==> src/rtl/regfile_sb.sv <==
// Multi-port register file with a per-register pending scoreboard.
// r0 is hardwired to zero and never busy; wr1 wins over wr0 on address collisions.
module regfile_sb #(
    parameter int XLEN   = 16,
    parameter int NREGS  = 16,
    parameter int AW     = $clog2(NREGS),
    parameter int BYPASS = 1
) (
    input  logic             clk,
    input  logic             rst_n,
    input  logic             wr0_en,
    input  logic [AW-1:0]    wr0_addr,
    input  logic [XLEN-1:0]  wr0_data,
    input  logic             wr1_en,
    input  logic [AW-1:0]    wr1_addr,
    input  logic [XLEN-1:0]  wr1_data,
    input  logic [AW-1:0]    rs1_addr,
    input  logic [AW-1:0]    rs2_addr,
    output logic [XLEN-1:0]  rs1_rdata,
    output logic [XLEN-1:0]  rs2_rdata,
    input  logic             iss_en,
    input  logic [AW-1:0]    iss_rd,
    output logic             rs1_busy,
    output logic             rs2_busy,
    output logic             rd_busy,
    output logic [NREGS-1:0] busy_vec
);

    logic [XLEN-1:0]  regs_q [NREGS];
    logic [NREGS-1:0] busy_q;
    logic [NREGS-1:0] busy_d;
    logic             wr0_ok;
    logic             wr1_ok;

    assign wr0_ok = wr0_en && (wr0_addr != '0);
    assign wr1_ok = wr1_en && (wr1_addr != '0);

    // A forwarded write only matters for non-zero read addresses and only when bypass is built in.
    function automatic logic fwd_hit(input logic en, input logic [AW-1:0] wa, input logic [AW-1:0] ra);
        return (BYPASS != 0) && en && (wa == ra) && (ra != '0);
    endfunction

    // Clears are applied before the set so a same-cycle reissue stays outstanding.
    always_comb begin
        busy_d = busy_q;
        if (wr0_ok) busy_d[wr0_addr] = 1'b0;
        if (wr1_ok) busy_d[wr1_addr] = 1'b0;
        if (iss_en && (iss_rd != '0)) busy_d[iss_rd] = 1'b1;
        busy_d[0] = 1'b0;
    end

    always_ff @(posedge clk or negedge rst_n) begin
        if (!rst_n) begin
            regs_q <= '{default: '0};
            busy_q <= '0;
        end else begin
            if (wr0_ok) regs_q[wr0_addr] <= wr0_data;
            if (wr1_ok) regs_q[wr1_addr] <= wr1_data;
            busy_q <= busy_d;
        end
    end

    always_comb begin
        rs1_rdata = '0;
        if (rs1_addr != '0) rs1_rdata = regs_q[rs1_addr];
        if (fwd_hit(wr0_en, wr0_addr, rs1_addr)) rs1_rdata = wr0_data;
        if (fwd_hit(wr1_en, wr1_addr, rs1_addr)) rs1_rdata = wr1_data;

        rs2_rdata = '0;
        if (rs2_addr != '0) rs2_rdata = regs_q[rs2_addr];
        if (fwd_hit(wr0_en, wr0_addr, rs2_addr)) rs2_rdata = wr0_data;
        if (fwd_hit(wr1_en, wr1_addr, rs2_addr)) rs2_rdata = wr1_data;

        rs1_busy = busy_q[rs1_addr] && !fwd_hit(wr0_en, wr0_addr, rs1_addr)
                                    && !fwd_hit(wr1_en, wr1_addr, rs1_addr);
        rs2_busy = busy_q[rs2_addr] && !fwd_hit(wr0_en, wr0_addr, rs2_addr)
                                    && !fwd_hit(wr1_en, wr1_addr, rs2_addr);
        rd_busy  = busy_q[iss_rd]   && !fwd_hit(wr0_en, wr0_addr, iss_rd)
                                    && !fwd_hit(wr1_en, wr1_addr, iss_rd);
    end

    assign busy_vec = busy_q;

endmodule

==> config.mk <==
export PLATFORM = sky130hd
export DESIGN_NAME = regfile_sb
export DESIGN_NICKNAME = d
export VERILOG_FILES = /design/src/rtl/regfile_sb.sv
export SDC_FILE = /design/constraint.sdc
export NUM_CORES = 1
export LEC_CHECK = 0
export BUFFER_PORTS_ARGS = -buffer_cell sky130_fd_sc_hd__buf_2
export CAP_MARGIN = 20
export CORE_UTILIZATION = 51
export CTS_CLUSTER_DIAMETER = 50
export CTS_CLUSTER_SIZE = 16
export DETAILED_ROUTE_END_ITERATION = 8
export GPL_TIMING_DRIVEN = 1
export HOLD_SLACK_MARGIN = 0.03
export PLACE_DENSITY = 0.71
export REMOVE_ABC_BUFFERS = 1
export SKIP_CTS_REPAIR_TIMING = 1
export SLEW_MARGIN = 20
export SYNTH_ARGS = -nofsm -noshare
export SYNTH_HDL_FRONTEND = slang
export SYNTH_SLANG_ARGS = --single-unit
==> constraint.sdc <==
create_clock -name clk -period 2.6 [get_ports clk]
set_input_delay 0.26 -clock clk [delete_from_list [all_inputs] [get_ports clk]]
set_output_delay 0.26 -clock clk [all_outputs]
set_load 0.02 [all_outputs]
==> results of run 1 <==
==> final cells by class <==
cell class | count | area [um^2] | area share, %
clock buffers | 40 | 957 | 4.73
clock inverters | 27 | 387 | 1.91
inverters | 23 | 86.3 | 0.426
multi-input cells | 1310 | 9820 | 48.5
flip-flops and latches | 271 | 6780 | 33.5
well taps | 448 | 561 | 2.77
repair buffers | 219 | 1660 | 8.18
==> layout by cell type, fill, tap and decap left out, types with 3 or more instances in the layout <==
master	netlist	layout
mux2i_1	223	223
nor2_1	269	268
nor3_1	5	5
inv_8	0	5
a21oi_1	257	257
and3b_1	3	3
mux2_2	3	3
mux4_2	109	109
xor2_1	6	6
inv_1	23	23
inv_6	0	11
nand2_1	144	144
o221ai_1	37	36
o21ai_0	69	69
buf_4	11	93
buf_12	0	20
a32o_1	6	6
xnor2_1	15	15
a22o_1	17	17
o22a_1	15	15
and2_1	3	3
nand2b_1	6	5
dfrtp_1	271	269
o21ai_1	6	6
buf_2	50	102
clkbuf_16	0	37
nor2b_1	8	5
bufinv_16	0	6
nand3_1	9	9
nor3b_1	3	3
o221ai_2	10	11
or3_1	6	6
a31oi_1	17	17
nor2_4	0	3
a22oi_1	31	31
nor2_2	9	7
and3_1	4	4
==> layer usage <==
metal	wire length (um)	vias up	share of wire, %	track usage (%)
met2	27900	1355	43	53.6
met4	4020	2	6.2	20.1
met5	8	-	0.012	0
met3	9100	304	14	11.1
met1	24300	7780	37	49.9
li1	-	6662	-	-
==> sequential cells by signal, summed over array words and instances, names as in the netlist <==
register / cells
busy_vec: 15
regs_q: 256
==> worst max-delay path: cells and delay by family, from the launching register on <==
kind / cells / cell delay [ns]
and+or+nand+nor: 1 / 0.23
buffers and inverters: 1 / 0.14
DFF: 1 / 0.46
muxes: 2 / 0.95
==> path summary, 6_finish.rpt <==
kind | startpoint | end | slack [ns] | cells after the start
worst max-delay path | busy_vec[13] | rs2_busy | 0.01 | 4
worst min-delay path | wr1_data[15] | regs_q[223] | 0.10 | 3
worst max register to register | regs_q[172] | regs_q[172] | 1.75 | 2
worst min register to register | regs_q[252] | regs_q[252] | 0.40 | 0
max in group asynchronous | rst_n | regs_q[106] | 1.39 | 3
min in group asynchronous | rst_n | regs_q[177] | 0.33 | 2
==> metrics by stage <==
stage	area (um^2)	TNS, ns	worst slack [ns]
3_5_place_dp	18900	0	0.0820
5_1_grt	20300	-0.0110	-0.00646
2_1_floorplan	16600	-5.54	-0.368
3_3_place_gp	18900	0	0.113
6_report	20300	0	0.0139
4_1_cts	20200	0	0.00569
==> power by group through the flow <==
stage | combinational (uW) | sequential, uW | clock (uW)
after floorplan | 2620 | 5860 | 0
after global placement | 3860 | 6040 | 0
after detailed placement | 3970 | 6100 | 0
after CTS | 3990 | 6040 | 5660
after global routing | 4340 | 6190 | 5810
final | 4060 | 6120 | 5630
==> cells by family (layout without fill, tap and decap cells) <==
logic type             after synthesis  in the layout  synth area share [%]
multiplexers                       335            335                  26.8
AO/OA/AOI/OAI                      474            474                  16.5
XOR/XNOR                            21             21                  1.04
other                                1              1                0.0213
flip-flops                         271            271                  38.5
buffers and inverters              248            309                  6.09
AND/OR/NAND/NOR                    479            479                  11.1
==> metrics.csv, run 1 <==
stage;metric;value;unit
status;status;completed;
placement;port_buffers;106;
sta;hold_slack;0.103;ns
worst_setup_path;path_max_fanout;5;
synthesis;syn-instance-count;1829;
sta;tightest_slew;1.08;ns
worst_setup_path;worstPathRequired;2.34;ns
final_layout;fin_cells;2338;
power_and_ir_drop;ir_drop;549;uV
grt;grt_antenna_before_repair;1;
route;postRouteWirelength;65.3;mm
final_layout;nets;1919;
synthesis;ys_ff_latch;271;
grt;grt_usage;37.0;%
cts;clock-root-buffer;clkbuf_16;
die;ios;108;
grt;overflow;0;
route;drc;0;
cts;cts_buffers;37;
sta;finalCritPeriodShare;99.5;%
worst_setup_path;crit_path_cell_trace;mux4_2, mux4_2, and3b_1, buf_6;
power_and_ir_drop;internal_power;10600;uW
synthesis;synth_top_area_share;38.5;%
sta;finalHoldViolations;0;
synthesis;synthArstFlopShare;100;%
placement;place_congestion;0.957;
worst_setup_path;path_class;register to output port;
worst_hold_path;hp-class;input port to register;
power_and_ir_drop;p_switching;5220;uW
synthesis;ys_warn_count;0;
power_and_ir_drop;power.total;15800;uW
placement;dpl.cell_count;2270;
sta;rsz0062_at_grt;true;
cts;clock_path_buffers;3;
die;chipHeight;188;um
grt;grt_max_degree;81;
worst_setup_path;end_kind;output port;
synthesis;synth.largest_area_cell;dfrtp_1;
die;std_cell_rows;67;
synthesis;synth_commonest_cells;271 x dfrtp_1, 269 x nor2_1, 257 x a21oi_1;
sta;fin_worst_skew;0;ns
final_layout;antenna_cells;0;
synthesis;ys_seq_area_share;38.5;%
power_and_ir_drop;pwr-share-comb;25.7;%
die;die_w;188;um
power_and_ir_drop;seqPwrFrac;38.7;%
worst_setup_path;slowest_delay;0.48;ns
worst_setup_path;cp.arrival;2.33;ns
worst_setup_path;worstSetupStartpointType;register;
final_layout;area_growth;14.9;%
job;drv_cap;0;
cts;clk_latency;0.54;ns
worst_setup_path;cp_slowest_cell;mux4_2;
grt;grt_pass1_wl;97.4;mm
synthesis;syn_avg_cell_area;9.64;um^2
route;vias_per_cell;6.89;
sta;drv_slew;0;
worst_setup_path;cpMostUsedCell;mux4_2;
grt;grt_pass1_vias;15400;
power_and_ir_drop;switching_share;33.0;%
synthesis;synth_cell_types;47;
final_layout;drive_gt1_share;22.6;%
sta;max_freq;387;MHz
power_and_ir_drop;p_clk_share;35.6;%
die;start_util;52.2;%
final_layout;nFillCells;2809;
cts;clock-sinks;271;
route;vias;16100;
power_and_ir_drop;p_per_area;780;nW/um^2
synthesis;synth_edf_count;0;
die;fp.coreArea;33800;um^2
cts;tritoncts;built;
route;wl_per_cell;27.9;um
final_layout;post-route-util;59.9;%
synthesis;synth.most_common_cell;dfrtp_1;
route;drt-pass1-iter-count;8;
route;dr.first_iter.drc_count;2419;
sta;setup_violations;0;
placement;hpwlAfterDp;42.0;mm
power_and_ir_drop;leakagePower;0.00825;uW
die;die_area;35300;um^2
cts;htree_num_levels;2;
synthesis;syn_area;17600;um^2
cts;path_clk_slew;0.07;ns
synthesis;synth_ff_type;dfrtp_1;
sta;slew_headroom;27.9;%
route;ant_nets;0;
sta;min_period;2.59;ns
synthesis;synthTopCellsByArea;dfrtp_1 38%, mux4_2 14%, mux2i_1 13%, a21oi_1 7.3%, nor2_1 5.7%;
Power figures use the tool's default switching activity.
==> run 2: changes to the inputs <==
- CORE_MARGIN: default -> 2
==> metrics.csv, run 2 (synthesis results as in run 1) <==
stage;metric;value;unit;change
grt;overflow;0;;unchanged
worst_setup_path;end_kind;output port;;unchanged
die;ios;108;;unchanged
final_layout;regMostFlops;regs_q;;unchanged
route;vias_per_cell;6.79;;was 6.89
final_layout;nFillCells;2873;;was 2,809
route;wl_per_cell;27.3;um;was 27.9 um
die;start_util;51.4;%;was 52.2%
worst_setup_path;cp.arrival;2.26;ns;was 2.33 ns
die;std_cell_rows;68;;was 67
job;drv_cap;0;;unchanged
sta;rsz0062_at_grt;false;;was true
route;vias;15800;;was 16,100
power_and_ir_drop;p_switching;4920;uW;was 5220 uW
worst_setup_path;cp_slowest_cell;mux4_2;;unchanged
status;status;completed;;unchanged
sta;setup_violations;0;;unchanged
sta;fin_worst_skew;0;ns;unchanged
placement;dpl_cell_area;18800;um^2;was 18,900 um^2
worst_setup_path;worstPathRequired;2.34;ns;about the same
final_layout;largest_register_ffs;256;;unchanged
placement;dpl.cell_count;2264;;was 2,270
cts;path_clk_slew;0.06;ns;was 0.07 ns
final_layout;fin_cells;2325;;was 2,338
cts;cts_buffers;34;;was 37
final_layout;post-route-util;58.1;%;was 59.9%
sta;finalHoldViolations;0;;unchanged
final_layout;final_common_cell;dfrtp_1;;unchanged
final_layout;nets;1903;;was 1,919
sta;min_period;2.52;ns;was 2.59 ns
final_layout;fin_area;19900;um^2;was 20,300 um^2
placement;place_congestion;1.00;;was 0.957
power_and_ir_drop;p_clk_share;32.6;%;was 35.6%
sta;drv_slew;0;;unchanged
sta;slew_headroom;50.7;%;was 27.9%
power_and_ir_drop;ir_drop;643;uV;was 549 uV
power_and_ir_drop;p_per_area;748;nW/um^2;was 780 nW/um^2
power_and_ir_drop;power.total;14900;uW;was 15,800 uW
cts;clock_path_buffers;3;;unchanged
cts;htree_num_levels;2;;unchanged
final_layout;antenna_cells;0;;unchanged
cts;tritoncts;built;;unchanged
grt;grt_pass1_wl;94.9;mm;was 97.4 mm
route;postRouteWirelength;63.6;mm;was 65.3 mm
placement;port_buffers;106;;unchanged
route;dr.first_iter.drc_count;2285;;was 2,419
sta;finalCritPeriodShare;96.7;%;was 99.5%
worst_setup_path;path_class;register to output port;;unchanged
grt;grt_antenna_before_repair;0;;was 1
die;die_w;190;um;was 188 um
worst_setup_path;worstSetupStartpointType;register;;unchanged
power_and_ir_drop;leakagePower;0.00808;uW;was 0.00825 uW
grt;grt_usage;35.2;%;was 37.0%
grt;grt_max_degree;69;;was 81
sta;tightest_slew;0.738;ns;was 1.08 ns
power_and_ir_drop;seqPwrFrac;40.8;%;was 38.7%
power_and_ir_drop;internal_power;10000;uW;was 10,600 uW
sta;max_freq;398;MHz;was 387 MHz
worst_setup_path;crit_path_cell_trace;mux4_2, mux4_2, and3b_1, buf_2;;was mux4_2, mux4_2, and3b_1, buf_6
grt;grt_pass1_vias;15200;;was 15,400
die;chipHeight;190;um;was 188 um
final_layout;multiInputGateArea;9840;um^2;was 9820 um^2
cts;clock-root-buffer;clkbuf_16;;unchanged
route;ant_nets;0;;unchanged
route;drt-pass1-iter-count;6;;was 8
final_layout;drive_gt1_share;21.8;%;was 22.6%
die;die_area;36100;um^2;was 35,300 um^2
final_layout;seq_area;6780;um^2;about the same
die;fp.coreArea;34300;um^2;was 33,800 um^2
worst_setup_path;cpMostUsedCell;mux4_2;;unchanged
worst_setup_path;slowest_delay;0.48;ns;about the same
final_layout;area_growth;13.1;%;was 14.9%
final_layout;most-common-layout-cells;271 x dfrtp_1, 268 x nor2_1, 257 x a21oi_1;;was 269 x dfrtp_1, 268 x nor2_1, 257 x a21oi_1
cts;clock-sinks;271;;unchanged
power_and_ir_drop;switching_share;33.0;%;about the same
placement;hpwlAfterDp;40.4;mm;was 42.0 mm
cts;clk_latency;0.51;ns;was 0.54 ns
route;drc;0;;unchanged
power_and_ir_drop;pwr-share-comb;26.6;%;was 25.7%
worst_hold_path;hp-class;input port to register;;unchanged
worst_setup_path;path_max_fanout;5;;unchanged
## run 2: power by group through the flow
stage	sequential (uW)	clock [uW]	combinational, uW
global route	6180	5070	4270
CTS	6030	4900	3920
global placement	6030	0	3800
finish	6090	4860	3960
detailed placement	6100	0	3910
floorplan	5860	0	2620
## run 2: cell type report
class / count / share of cell area, %
Timing Repair Buffer: 206 / 7.54
Clock inverter: 20 / 1.14
Sequential cell: 271 / 34.0
Inverter: 23 / 0.433
Clock buffer: 40 / 4.64
Multi-Input combinational cell: 1310 / 49.4
Tap cell: 455 / 2.86
## run 2: through the flow
step | hold slack, ns | setup slack, ns | setup TNS, ns
after floorplan | -0.0356 | -0.368 | -5.54
after global placement | 0.231 | 0.0945 | 0
after detailed placement | 0.231 | 0.101 | 0
after CTS | -0.321 | 0.0945 | 0
after global routing | 0.155 | 0.0310 | 0
final | 0.149 | 0.0848 | 0
## run 2: final timing paths
| check | start | end | slack [ns] | cells past startpoint |
|---|---|---|---|---|
| hold reg to reg | regs_q[253] | regs_q[253] | 0.40 | 0 |
| setup reg to reg | regs_q[219] | regs_q[219] | 1.78 | 2 |
| min in group asynchronous | rst_n | regs_q[75] | 0.26 | 2 |
| max in group asynchronous | rst_n | regs_q[50] | 1.56 | 3 |
| hold / removal | wr1_data[5] | regs_q[53] | 0.15 | 3 |
| setup / recovery | busy_vec[15] | rs2_busy | 0.08 | 4 |
## run 2: per-layer routing
metal,global-route usage [%],wire length [um],up-vias
met3,8.17,8470,230
met2,52.0,27600,1265
met1,49.3,24300,7673
li1,-,-,6627
met5,0,0,-
met4,16.5,3210,0
## run 2: critical path: cells and delay by family (launching register included)
| family | cells | cell delay, ns |
|---|---|---|
| buf+inv | 1 | 0.16 |
| flops | 1 | 0.43 |
| mux | 2 | 0.96 |
| simple gates | 1 | 0.19 |
